File: config.mk
export PLATFORM = sky130hd
export DESIGN_NAME = ctrl_ajuste_relogio
export DESIGN_NICKNAME = d
export VERILOG_FILES = /design/src/rtl/ctrl_ajuste_relogio.sv
export SDC_FILE = /design/constraint.sdc
export NUM_CORES = 1
export LEC_CHECK = 0
export BUFFER_PORTS_ARGS = -buffer_cell sky130_fd_sc_hd__buf_4
export CAP_MARGIN = 25
export CORE_ASPECT_RATIO = 1.25
export CORE_MARGIN = 2
export CORE_UTILIZATION = 53
export CTS_BUF_LIST = sky130_fd_sc_hd__clkbuf_16
export CTS_CLUSTER_DIAMETER = 120
export DETAILED_ROUTE_END_ITERATION = 10
export HOLD_SLACK_MARGIN = 0.06
export PLACE_DENSITY = 0.82
export SYNTH_ARGS = -nofsm -noshare
export SYNTH_HDL_FRONTEND = slang
export SYNTH_SLANG_ARGS = --single-unit
File: constraint.sdc
create_clock -name clock -period 4.1 [get_ports clock]
set_clock_uncertainty 0.15 [all_clocks]
set_input_delay 0.41 -clock clock [delete_from_list [all_inputs] [get_ports clock]]
set_output_delay 0.41 -clock clock [all_outputs]
set_load 0.02 [all_outputs]
File: src/rtl/ctrl_ajuste_relogio.sv
`default_nettype none
// ============================================================================
//  Module      : ctrl_ajuste_relogio
//  Description : Time-setting controller for the digital clock. Conditions
//                the mode/increment push-buttons, sequences RUN -> SET_HOUR
//                -> SET_MIN -> RUN, gates the 1 Hz enable, issues hour and
//                minute increment pulses, clears seconds when leaving a set
//                state and blinks the digit pair being adjusted.
//                Optional macro AUTO_REPEAT_EN adds auto-repeat of the
//                increment button while it is held.
//  Revision    : 1.0 - initial release
// ============================================================================
module ctrl_ajuste_relogio #(
  parameter int DEBOUNCE_CYCLES      = 500000,
  parameter int TIMEOUT_S            = 30
`ifdef AUTO_REPEAT_EN
  ,
  parameter int REPEAT_DELAY_CYCLES  = 25000000,
  parameter int REPEAT_PERIOD_CYCLES = 5000000
`endif
) (
  input  logic       clock,
  input  logic       reset,
  input  logic       tick_1hz,
  input  logic       btn_mode_n,
  input  logic       btn_inc_n,
  output logic       enable_out,
  output logic       inc_hour,
  output logic       inc_min,
  output logic       clr_sec,
  output logic       blank_hour,
  output logic       blank_min,
  output logic [1:0] mode_out
);

  // Debounce counter only needs to reach DEBOUNCE_CYCLES-1.
  localparam int DB_W = (DEBOUNCE_CYCLES > 1) ? $clog2(DEBOUNCE_CYCLES) : 1;
  localparam logic [DB_W-1:0] DB_LAST = DB_W'(DEBOUNCE_CYCLES - 1);
  // Timeout counter only needs to reach TIMEOUT_S-1; the next tick fires.
  localparam int TO_W = (TIMEOUT_S > 1) ? $clog2(TIMEOUT_S) : 1;
  localparam logic [TO_W-1:0] TO_LAST = TO_W'(TIMEOUT_S - 1);

  typedef enum logic [1:0] {
    ST_RUN      = 2'd0,
    ST_SET_HOUR = 2'd1,
    ST_SET_MIN  = 2'd2
  } state_t;

  // Bit 0 is the mode button, bit 1 the increment button (both active-low).
  logic [1:0]           sync1;
  logic [1:0]           sync2;
  logic [1:0]           db_n;
  logic [1:0][DB_W-1:0] db_cnt;
  logic [1:0]           accept;
  logic                 mode_press;
  logic                 inc_press;
  logic                 rep_fire;
  logic                 inc_evt;
  logic                 in_set;
  logic                 timeout_hit;

  state_t               state;
  state_t               next_state;
  logic                 state_change;
  logic [TO_W-1:0]      tmo_cnt;
  logic [TO_W-1:0]      tmo_next;
  logic                 phase;
  logic                 phase_next;
  logic                 inc_hour_next;
  logic                 inc_min_next;
  logic                 clr_sec_next;

  // Synchronize both buttons and accept a level only after it has been stable.
  always_ff @(posedge clock or negedge reset) begin
    if (!reset) begin
      sync1  <= 2'b11;
      sync2  <= 2'b11;
      db_n   <= 2'b11;
      db_cnt <= '0;
    end else begin
      sync1 <= {btn_inc_n, btn_mode_n};
      sync2 <= sync1;
      for (int b = 0; b < 2; b++) begin
        if (sync2[b] != db_n[b]) begin
          if (db_cnt[b] == DB_LAST) begin
            db_n[b]   <= sync2[b];
            db_cnt[b] <= '0;
          end else begin
            db_cnt[b] <= db_cnt[b] + 1'b1;
          end
        end else begin
          db_cnt[b] <= '0;
        end
      end
    end
  end

  // A press is the cycle in which the debounced level is about to go low.
  assign accept     = (sync2 ^ db_n) & {(db_cnt[1] == DB_LAST), (db_cnt[0] == DB_LAST)};
  assign mode_press = accept[0] & ~sync2[0];
  assign inc_press  = accept[1] & ~sync2[1];

  assign in_set      = (state != ST_RUN);
  assign inc_evt     = inc_press | rep_fire;
  // An inc event on the tick clears the count, so that tick can never time out.
  assign timeout_hit = in_set && tick_1hz && !inc_evt && (tmo_cnt == TO_LAST);

`ifdef AUTO_REPEAT_EN
  localparam int RP_W = (REPEAT_DELAY_CYCLES > 1) ? $clog2(REPEAT_DELAY_CYCLES) : 1;
  localparam logic [RP_W-1:0] RP_LAST   = RP_W'(REPEAT_DELAY_CYCLES - 1);
  localparam logic [RP_W-1:0] RP_RELOAD = RP_W'(REPEAT_DELAY_CYCLES - REPEAT_PERIOD_CYCLES);

  logic [RP_W-1:0] rep_cnt;

  assign rep_fire = !db_n[1] && in_set && (rep_cnt == RP_LAST);

  // Hold timer: first repeat after the delay, then reload so the period follows.
  always_ff @(posedge clock or negedge reset) begin
    if (!reset) begin
      rep_cnt <= '0;
    end else if (db_n[1] || !in_set || state_change) begin
      rep_cnt <= '0;
    end else if (rep_fire) begin
      rep_cnt <= RP_RELOAD;
    end else begin
      rep_cnt <= rep_cnt + 1'b1;
    end
  end
`else
  assign rep_fire = 1'b0;
`endif

  // Next state, timeout count, blink phase and pulse requests.
  always_comb begin
    next_state    = state;
    tmo_next      = tmo_cnt;
    phase_next    = phase;
    if (timeout_hit) begin
      next_state = ST_RUN;
    end else if (mode_press) begin
      case (state)
        ST_RUN:      next_state = ST_SET_HOUR;
        ST_SET_HOUR: next_state = ST_SET_MIN;
        default:     next_state = ST_RUN;
      endcase
    end
    state_change = (next_state != state);

    if (state_change || mode_press || inc_evt) begin
      tmo_next = '0;
    end else if (in_set && tick_1hz) begin
      tmo_next = tmo_cnt + 1'b1;
    end

    // Keep the adjusted digit visible right after entry or an increment.
    if (state_change || (in_set && inc_evt)) begin
      phase_next = 1'b0;
    end else if (in_set && tick_1hz) begin
      phase_next = ~phase;
    end

    // Mode wins over a simultaneous inc event.
    inc_hour_next = (state == ST_SET_HOUR) && inc_evt && !mode_press;
    inc_min_next  = (state == ST_SET_MIN) && inc_evt && !mode_press;
    clr_sec_next  = in_set && (next_state == ST_RUN);
  end

  // State and registered pulse outputs.
  always_ff @(posedge clock or negedge reset) begin
    if (!reset) begin
      state    <= ST_RUN;
      tmo_cnt  <= '0;
      phase    <= 1'b0;
      inc_hour <= 1'b0;
      inc_min  <= 1'b0;
      clr_sec  <= 1'b0;
    end else begin
      state    <= next_state;
      tmo_cnt  <= tmo_next;
      phase    <= phase_next;
      inc_hour <= inc_hour_next;
      inc_min  <= inc_min_next;
      clr_sec  <= clr_sec_next;
    end
  end

  assign enable_out = tick_1hz && (state == ST_RUN);
  assign blank_hour = (state == ST_SET_HOUR) && phase;
  assign blank_min  = (state == ST_SET_MIN) && phase;
  assign mode_out   = state;

endmodule
`default_nettype wire

# Word level (Yosys, flattened, before mapping)
# Cells that the tools add are included.
# op_classes
add_sub_neg,3
eq_ne,8
muxes,11
n_bitwise,7
n_reduce_logical,24
# op_table
operator,count
19-bit two-way mux,4
19-bit by 1-bit adder with 19-bit output (second input constant),2
19-bit equality test (second input constant),2
1-bit logical AND,12
5-bit two-way mux,2
2-bit nonzero test,3
5-bit by 1-bit adder with 5-bit output (second input constant),1
5-bit equality test (second input constant),1
2-bit logical NOT,2
2-bit two-way mux,2
2-bit one-hot mux with 2 select lines,1
2-bit AND reduction,2
1-bit logical OR,3
1-bit NOT,3
1-bit AND,2
2-bit AND,1
2-bit by 1-bit equality test with 1-bit output (second input constant),1
2-bit equality test (second input constant),1
1-bit logical NOT,2
1-bit two-way mux,2
1-bit inequality test,2
2-bit inequality test,1
2-bit XOR,1
# word_totals
register_bits,55
inputBits,5
output_inout_bits,8
elab_cells,65

# Depth between registers and ports, before layout
# depth
ltp_word,11
mapped_depth,7
mapped_depth_nobuf,6

# Worst setup path after synthesis
# Ideal clock, no wire load.
# synth_path
path_type,flip-flop to flip-flop
start,register db_cnt[10] (netlist bit)
end,"register state[0], in the netlist mode_out[0]"
setup_ns,0.120
arrival_ns,1.759
required_time_ns,3.830
path_slack_ns,2.071
stages_incl_launch_ff,6
path_buffers,1
period_less_slack_ns,2.029
cell_sequence,dfrtp_1 nand4bb_1 or4_1 buf_2 or3_1 a31o_1
# synth_between
elab_chain_cells,5
# synth_lines
element,line,rtl
from (decl),53,logic [1:0][DB_W-1:0] db_cnt;
"from (signal, indexed assignment)",89,db_cnt[b] <= db_cnt[b] + 1'b1;
19-bit equality test,99,"assign accept = (sync2 ^ db_n) & {(db_cnt[1] == DB_LAST), (db_cnt[0] == DB_LAST)};"
2-bit AND,99,
1-bit AND,100,assign mode_press = accept[0] & ~sync2[0];
2-bit two-way mux,140,end else if (mode_press) begin
2-bit two-way mux,138,if (timeout_hit) begin
named net next_state[0],63,state_t next_state;
to (signal assigned),178,state <= next_state;
to (decl),62,state_t state;
# The timed path passes the listed nets, and every way through them passes these cells.
# A chain may end at the register's enable or synchronous reset.

# Final worst setup path
# layout_path
start,register db_cnt[31] (netlist bit)
end,register db_cnt[33] (netlist bit)
# layout_between
elab_chain_cells,3
word_cells_on_any_way,4
classes_between,1 x add/sub; 1 x eq/ne; 2 x mux
# layout_lines
element,line,rtl
19-bit by 1-bit adder with 19-bit output or 19-bit equality test (tied branches),"89, 85",
19-bit two-way mux (*),85,if (db_cnt[b] == DB_LAST) begin
19-bit two-way mux (*),84,if (sync2[b] != db_n[b]) begin
# Every way passes the cells marked *; elsewhere a longest branch is shown, timed or not.

==> results.toml <==
[layout]
drive_above_1_share_pct = 12.5
diodes = 0
synthToLayoutAreaGrowth_pct = 9.90
nets = 305
final_cell_area_mm2 = 0.00308
fillers = 426
fin_util_pct = 60.7

[clocking]
clock-sinks = 55
clk_pin_slew_ns = 0.07
h-tree-depth = 2
clockBufferDepth = 2
cts_setup_buffers = 0
clock-root-buffer = "clkbuf_16"
cts_buffers = 5
cts_resized = 0
clock_latency_ns = 0.29
cts_tree = "yes"

[synth]
synth_top_flop_cell = "dfrtp_1"
synth_area_leader_cell = "dfrtp_1"
netlist_area_mm2 = 0.00281
syn_area_per_cell_um2 = 9.91
ys_seq_elements = 55
yosysSeqAreaShare_pct = 49.3
synth_edf_count = 0
async_reset_ff_share_pct = 100
synth_warnings = 0
synth_area_leaders = "dfrtp_1 44%, dfstp_2 5.6%, nor2_1 5.0%, xnor2_1 4.7%, xor2_1 4.1%"
synth_nets = 292
synth_top_area_share_pct = 43.7
netlist_instances = 283
yosys.cell_types.count = 48

[pwr]
max-vdd-ir-drop_mv = 0.210
leakagePower_nw = 1.23
powerDensity_mw_per_mm2 = 395

[timing]
hold_ws_ns = 0.0741
grt_setup_unrepaired = "false"
period_minus_slack_ns = 2.30
max-slew-margin-rel_pct = 47.5
setup_viol = 0
tightest_slew_ns = 0.787
fmax_mhz = 435
hold_viol_final = 0
fin_setup_tns_ns = 0
maxSlewViolCount = 0
period_share_pct = 56.0

[route]
vias = 2164
wl_per_cell_um = 15.1
drcViolationCount = 0
drtIter0Drc = 169
drtAntennaViolNets = 0
viasPerCell = 6.03
routed_wl_mm = 5.43
drtPass1Iterations = 4

[critical_path]
cp-start-kind = "flop"
path_class = "reg -> reg"
cp_max_fo = 19
arrival_ns = 2.29
end_kind = "flop"
required_ns = 4.09

[die]
die_w_um = 69.1
num_rows = 29
io_pins = 13
die-area_mm2 = 0.00589
fp.dieH_um = 85.3
core_region_area_mm2 = 0.00508
initial_utilization_pct = 55.2

[placement]
routabilityCongestion = 0.900
placed_cell_area_mm2 = 0.00293
hpwl_mm = 3.63
portBuffers = 12

[outcome]
run_status = "complete, no violations"

[min_path]
worst_hold_path_type = "in -> reg"

[grt]
grt_antenna_before_repair = 0
grt_pass1_wl_mm = 9.38
grtUsageTotal_pct = 19.4
grt_pass1_vias = 2054
grt_overflow_total = 0
grt_start_max_net_pins = 56

[run]
max_cap_violations = 0
[flip-flops by register name (all words and copies together), names as in the netlist]
register,count
sync1,2
inc_hour,1
clr_sec,1
tmo_cnt,5
db_cnt,38
phase,1
inc_min,1
sync2,2
mode_out,2
db_n,2
[power by group]
part,leakage [nW],switching [mW],internal (mW)
combinational,0.438,0.0982,0.0771
sequential,0.727,0.0484,0.586
clock,0.0649,0.186,0.222
total,1.23,0.333,0.886
[layer usage]
layer  GRT usage [%]  vias up  wire length [µm]
met1            24.6     1047              2330
met3            3.56        8               255
met4            7.84        0               100
met2            32.9       63              2750
met5               0        -                 0
li1                -     1046                 -
[worst max-delay path, stage by stage, from the launching register on]
cell     delay [ns]
dfrtp_1        0.46
nor4b_1        0.59
nand2_1        0.18
o22ai_2        0.64
nor2_1         0.13
[layout by cell type, fill, tap and decap left out, drive strengths merged, types with 3 or more instances in the layout]
cell type	instances
nor3	11
dfstp	6
nand4	14
dfrtp	49
nor2	37
a21oi	13
and3	3
nor4	10
clkbuf	5
or4	3
o21ai	10
and4	6
ha	4
xnor2	15
inv	7
nor2b	3
or3	7
nand2	11
buf	12
nand4bb	3
xor2	13
nand3	17
and2	6
or2	6
[Yosys cell counts, drive strengths merged (3+ instances only)]
cell type and instances:
and2 6, nand2 11, nand3 17, o21ai 10
a21oi 13, dfrtp 49, or3 7, buf 4
dfstp 6, and4 6, and3 3, nor4 10
inv 7, ha 4, nor3 11, nor2 37
nor2b 3, xnor2 15, nand4 14, xor2 13
or2 6, clkbuf 3, or4 3, nand4bb 3
[worst paths after layout]
| path | from | end | slack, ns | depth (start not counted) |
|---|---|---|---|---|
| worst max-delay path | db_cnt[31]$_DFF_PN0_ | db_cnt[33]$_DFF_PN0_ | 1.80 | 4 |
| min in group asynchronous | reset | db_cnt[26]$_DFF_PN0_ | 0.56 | 2 |
| worst max register to register | db_cnt[31]$_DFF_PN0_ | db_cnt[33]$_DFF_PN0_ | 1.80 | 4 |
| worst min register to register | sync1[1]$_DFF_PN1_ | sync2[1]$_DFF_PN1_ | 0.21 | 0 |
| worst min-delay path | btn_mode_n | sync1[0]$_DFF_PN1_ | 0.07 | 1 |
| max in group asynchronous | reset | db_cnt[10]$_DFF_PN0_ | 2.80 | 2 |
[per-stage QoR]
stage | instances | setup slack, ns | total power, mW
after CTS | 359 | 1.81 | 1.23
after global placement | 350 | 1.95 | 0.807
after global routing | 359 | 1.65 | 1.28
final | 359 | 1.80 | 1.22
after floorplan | 283 | 2.07 | 0.750
after detailed placement | 350 | 1.89 | 0.818
[timing repair]
| action | in CTS | in global routing |
|---|---|---|
| hold buffers | 1 | 0 |
| endpoints found under the setup margin | 0 | 0 |
| endpoints found under the hold margin | 49 | 0 |
[cell families (layout without fill, tap and decap cells)]
| kind of cell | count (synthesis) | after routing | share of synthesized area (%) |
|---|---|---|---|
| fa+ha+maj | 4 | 4 | 1.78 |
| simple gates | 146 | 146 | 29.0 |
| flops | 55 | 55 | 49.3 |
| mux | 2 | 2 | 0.803 |
| compound gates | 34 | 34 | 7.98 |
| buf+inv | 14 | 28 | 2.36 |
| xor+xnor | 28 | 28 | 8.74 |
[layout make-up]
type	instances	area [µm²]	share of cell area [%]
Multi-Input combinational cell	214	1360	44.0
Sequential cell	55	1380	44.9
Inverter	7	26.3	0.852
Tap cell	62	77.6	2.52
Timing Repair Buffer	13	100	3.25
Clock buffer	5	125	4.06
Clock inverter	3	15.0	0.487
Note: power is estimated with default switching activity, not from simulation.
